**src/rtl/insn_seq_fetch.sv**
```systemverilog
// Instruction fetch and phase sequencer feeding the instruction-class decoder.
// Optional trap-on-illegal behaviour and the `illegal` port are enabled by defining INSN_SEQ_TRAP_EN.

module insn_seq_fetch #(
  parameter int EXEC_CYCLES = 2
) (
  input  logic        CLK,
  input  logic        RST_N,
  input  logic        run,
  input  logic [31:0] imem_data,
  input  logic        imem_ack,
  output logic        imem_req,
  output logic [31:0] INSN,
  output logic [9:0]  Code,
  output logic        insn_clk,
  output logic        pc_en,
  output logic        busy
`ifdef INSN_SEQ_TRAP_EN
  ,
  output logic        illegal
`endif
);

  localparam logic [2:0] ST_IDLE   = 3'd0;
  localparam logic [2:0] ST_FETCH  = 3'd1;
  localparam logic [2:0] ST_DECODE = 3'd2;
  localparam logic [2:0] ST_EXEC   = 3'd3;
  localparam logic [2:0] ST_COMMIT = 3'd4;
`ifdef INSN_SEQ_TRAP_EN
  localparam logic [2:0] ST_HALT   = 3'd5;
`endif

  localparam logic [3:0] EXEC_LAST = 4'(EXEC_CYCLES - 1);

  function automatic logic [9:0] classify(input logic [6:0] opcode);
    logic [9:0] code_v;
    case (opcode)
      7'b0000011: code_v = 10'h100;
      7'b0010011: code_v = 10'h080;
      7'b0100011: code_v = 10'h040;
      7'b0110011: code_v = 10'h020;
      7'b1100011: code_v = 10'h010;
      7'b0010111: code_v = 10'h008;
      7'b0110111: code_v = 10'h004;
      7'b1100111: code_v = 10'h002;
      7'b1101111: code_v = 10'h001;
      default:    code_v = 10'h200;
    endcase
    return code_v;
  endfunction

  logic [2:0] state_r;
  logic [2:0] state_nxt_s;
  logic [3:0] cnt_r;
  logic [3:0] cnt_nxt_s;
  logic [9:0] class_s;
  logic       busy_nxt_s;

  assign class_s = classify(INSN[6:0]);

  // Next-state and exec-counter logic; outputs are derived from the next state so they register cleanly.
  always_comb begin
    state_nxt_s = state_r;
    cnt_nxt_s   = cnt_r;
    case (state_r)
      ST_IDLE: begin
        if (run) state_nxt_s = ST_FETCH;
        else     state_nxt_s = ST_IDLE;
      end
      ST_FETCH: begin
        if (imem_ack) state_nxt_s = ST_DECODE;
        else          state_nxt_s = ST_FETCH;
      end
      ST_DECODE: begin
        cnt_nxt_s = 4'd0;
`ifdef INSN_SEQ_TRAP_EN
        if (class_s[9]) state_nxt_s = ST_HALT;
        else            state_nxt_s = ST_EXEC;
`else
        state_nxt_s = ST_EXEC;
`endif
      end
      ST_EXEC: begin
        if (cnt_r == EXEC_LAST) begin
          state_nxt_s = ST_COMMIT;
          cnt_nxt_s   = 4'd0;
        end else begin
          state_nxt_s = ST_EXEC;
          cnt_nxt_s   = cnt_r + 4'd1;
        end
      end
      ST_COMMIT: begin
        if (run) state_nxt_s = ST_FETCH;
        else     state_nxt_s = ST_IDLE;
      end
`ifdef INSN_SEQ_TRAP_EN
      ST_HALT: state_nxt_s = ST_HALT;
`endif
      default: begin
        state_nxt_s = ST_IDLE;
        cnt_nxt_s   = 4'd0;
      end
    endcase
`ifdef INSN_SEQ_TRAP_EN
    busy_nxt_s = (state_nxt_s != ST_IDLE) && (state_nxt_s != ST_HALT);
`else
    busy_nxt_s = (state_nxt_s != ST_IDLE);
`endif
  end

  // State, captured instruction/class and registered phase outputs.
  always_ff @(posedge CLK or negedge RST_N) begin
    if (!RST_N) begin
      state_r  <= ST_IDLE;
      cnt_r    <= 4'd0;
      imem_req <= 1'b0;
      INSN     <= 32'd0;
      Code     <= 10'd0;
      insn_clk <= 1'b0;
      pc_en    <= 1'b0;
      busy     <= 1'b0;
`ifdef INSN_SEQ_TRAP_EN
      illegal  <= 1'b0;
`endif
    end else begin
      state_r  <= state_nxt_s;
      cnt_r    <= cnt_nxt_s;
      imem_req <= (state_nxt_s == ST_FETCH);
      // Counter value 0 keeps the strobe low so operands settle before the rising edge.
      insn_clk <= (state_nxt_s == ST_EXEC) && (cnt_nxt_s != 4'd0);
      pc_en    <= (state_nxt_s == ST_COMMIT);
      busy     <= busy_nxt_s;
      if (state_r == ST_FETCH && imem_ack) INSN <= imem_data;
      if (state_r == ST_DECODE) Code <= class_s;
`ifdef INSN_SEQ_TRAP_EN
      if (state_r == ST_DECODE && class_s[9]) illegal <= 1'b1;
`endif
    end
  end

endmodule

```
**config.mk**
```make
export PLATFORM = sky130hd
export DESIGN_NAME = insn_seq_fetch
export DESIGN_NICKNAME = d
export VERILOG_FILES = /design/src/rtl/insn_seq_fetch.sv
export SDC_FILE = /design/constraint.sdc
export NUM_CORES = 1
export LEC_CHECK = 0
export BUFFER_PORTS_ARGS = -buffer_cell sky130_fd_sc_hd__buf_2
export CAP_MARGIN = 10
export CORE_MARGIN = 2
export CORE_UTILIZATION = 52
export CTS_CLUSTER_SIZE = 40
export DETAILED_ROUTE_END_ITERATION = 10
export GPL_TIMING_DRIVEN = 0
export PLACE_DENSITY_LB_ADDON = 0.05
export REMOVE_ABC_BUFFERS = 1
export SLEW_MARGIN = 15
export SYNTH_ARGS = -nofsm -noshare
export SYNTH_HDL_FRONTEND = slang
export SYNTH_SLANG_ARGS = --single-unit
```
**constraint.sdc**
```tcl
create_clock -name CLK -period 2.6 [get_ports CLK]
set_clock_uncertainty 0.05 [all_clocks]
set_input_delay 0.13 -clock CLK [delete_from_list [all_inputs] [get_ports CLK]]
set_output_delay 0.13 -clock CLK [all_outputs]
set_load 0.02 [all_outputs]
```
==> results_dict.tcl <==
set metrics [dict create \
    status "completed" \
    layout_commonest_cell "buf_2" \
    initial_utilization_pct 54.25 \
    cts.path.max_buffers 2 \
    hold_violations 0 \
    drive_above_1_share_pct 45.36 \
    syn_avg_cell_area_um2 13.09 \
    wl_per_cell_um 14.11 \
    rows 23 \
    synthCells 167 \
    critPathLaunchType "flop" \
    port_buffers 81 \
    grt_overflow 0 \
    cts.sinks 53 \
    synth_top_flop_cell "dfrtp_1" \
    layout_common_cells "80 x buf_2, 53 x dfrtp_1, 30 x mux2_2" \
    drt_wl_total_mm 4.656 \
    tritoncts "done" \
    htreeDepth 2 \
    drtAntennaViolNets 0 \
    power_density_nw_per_um2 1157 \
    nNetsFinal 317 \
    grt_pass1_wl_mm 7.534 \
    dp_hpwl_mm 3.076 \
    cpPeakStageDelay_ns 0.57 \
    ys_async_sr_fraction_pct 100.0 \
    cts_resized 0 \
    worstPathCellList "nand2_1 -> nor3_4 -> buf_6 -> buf_16 -> mux2_2" \
    rsz0062_at_grt "false" \
    clk_latency_ns 0.30 \
    yosys-top-cells-area "dfrtp_1 61%, mux2_2 15%, nand2_1 3.6%" \
    worstPathRequired_ns 2.74 \
    via_per_inst 4.945 \
    synth.top_cell.area_share_pct 60.68 \
    ys_types 32 \
    root_buffer "clkbuf_8" \
    critPathArrivalTime_ns 2.25 \
    min_period_over_period_pct 81.03 \
    slew_headroom_pct 55.50 \
    grt_max_degree 54 \
    leakage_nw 1.451 \
    drc 0 \
    fmax_mhz 474.7 \
    drv_cap 0 \
    rrSetupSlack_ns 0.49 \
    synth_edf_count 0 \
    critical_path_class "reg -> reg" \
    ios 82 \
    antenna_found_initial 0 \
    yosysWarnings 0 \
    cpMaxStageDelayCell "dfrtp_1" \
    nFillCells 270 \
    synth_largest_area_cell "dfrtp_1" \
    whs_ns 0.009766 \
    clkTransAtPathRegs_ns 0.09 \
    area_growth_pct 38.58 \
    dieWidth_um 68.84 \
    netlist_area_um2 2186 \
    dieArea_um2 4738 \
    slew_violations 0 \
    gp_congestion 0.7511 \
    die_h_um 68.84 \
    yosysSeqAreaShare_pct 60.68 \
    cts_made_buffers 5 \
    antennaDiodeCount 0 \
    drt_first_pass_iters 4 \
    setup_violations 0 \
    ys_seq_elements 53 \
    setup_tns_ns 0 \
    end_kind "flop" \
    path_max_fanout 17 \
    worstMarginPinSlew_ns 0.6674 \
    vdd_drop_max_v 0.0007314 \
    vias 1632 \
    finalCriticalPeriod_ns 2.107 \
    coreArea_um2 4029 \
    grt_use_total_pct 21.78 \
    drt_iter0_markers 93 \
    grt_pass1_vias 1680 \
    hold_path_class "in -> reg" \
]
worst max-delay path: cells and delay by family, from the launching register on:
family                 cells  cell delay [ns]
DFF                        1             0.57
and+or+nand+nor            2             0.64
buffers and inverters      2             0.39
muxes                      1             0.34
final cells by class:
class	count	area, um2	share of cell area, %
clock buffers	7	86.33	2.850
clock inverters	1	30.03	0.9913
inverters	3	11.26	0.3717
multi-input cells	106	795.8	26.27
flip-flops and latches	53	1326	43.78
well taps	50	62.56	2.065
repair buffers	110	716.9	23.67
stage by stage:
stage / setup slack, ns / power [W] / area (um2) / util [%] / cells
final: 0.4933 / 0.003504 / 3029 / 75.19 / 330
after global routing: 0.3782 / 0.003736 / 3029 / 75.19 / 330
after CTS: 0.4994 / 0.003526 / 2997 / 74.38 / 327
after detailed placement: 0.5177 / 0.002918 / 2640 / 65.53 / 295
after global placement: 0.1343 / 0.002839 / 2601 / 64.57 / 293
after floorplan: 0.5764 / 0.002381 / 2133 / - / 162
synthesized netlist by cell type (3+ instances only):
master     n
dfrtp_1   53
mux2_2    30
nand2_1   21
o21ai_0   11
nor2_1     8
a21oi_1    4
buf_6      4
inv_1      3
nand2b_1   3
o21ai_1    3
layer usage:
metal / track usage [%] / share of wire [%]
met1: 24.84 / 42
met2: 38.34 / 50
met3: 7.305 / 6.5
met4: 7.108 / 1.6
met5: 0 / 0
final timing paths:
check                                    from        to  cells after the start
worst max-delay path               state_r[0]  INSN[21]                      5
worst min-delay path            imem_data[29]  INSN[29]                      2
worst max register to register     state_r[0]  INSN[21]                      5
worst min register to register        Code[4]   Code[4]                      2
max in group asynchronous               RST_N  insn_clk                      2
min in group asynchronous               RST_N   Code[1]                      2
power by group:
part	switching (W)	internal [W]
combinational	0.000865	0.000672
sequential	0.000238	0.00115
clock	0.000262	0.000314
sequential cells by signal, indices dropped and copies added, names as in the netlist:
name      flops
Code         10
INSN         32
busy          1
cnt_r         4
imem_req      1
insn_clk      1
pc_en         1
state_r       3
repair_timing:
item / in CTS / in global routing
hold buffers: 24 / 3
endpoints found under the hold margin: 24 / 55
buffers inserted: 0 / 0
logic make-up after synthesis:
kind of cell | synth area share (%)
AOI/OAI and AO/OA | 7.384
DFF | 60.68
xor gates and xnor gates | 0.4008
adders and majority gates | 1.145
and+or+nand+nor | 11.05
muxes | 16.43
buffers and inverters | 2.919
Power figures use the tool's default switching activity.
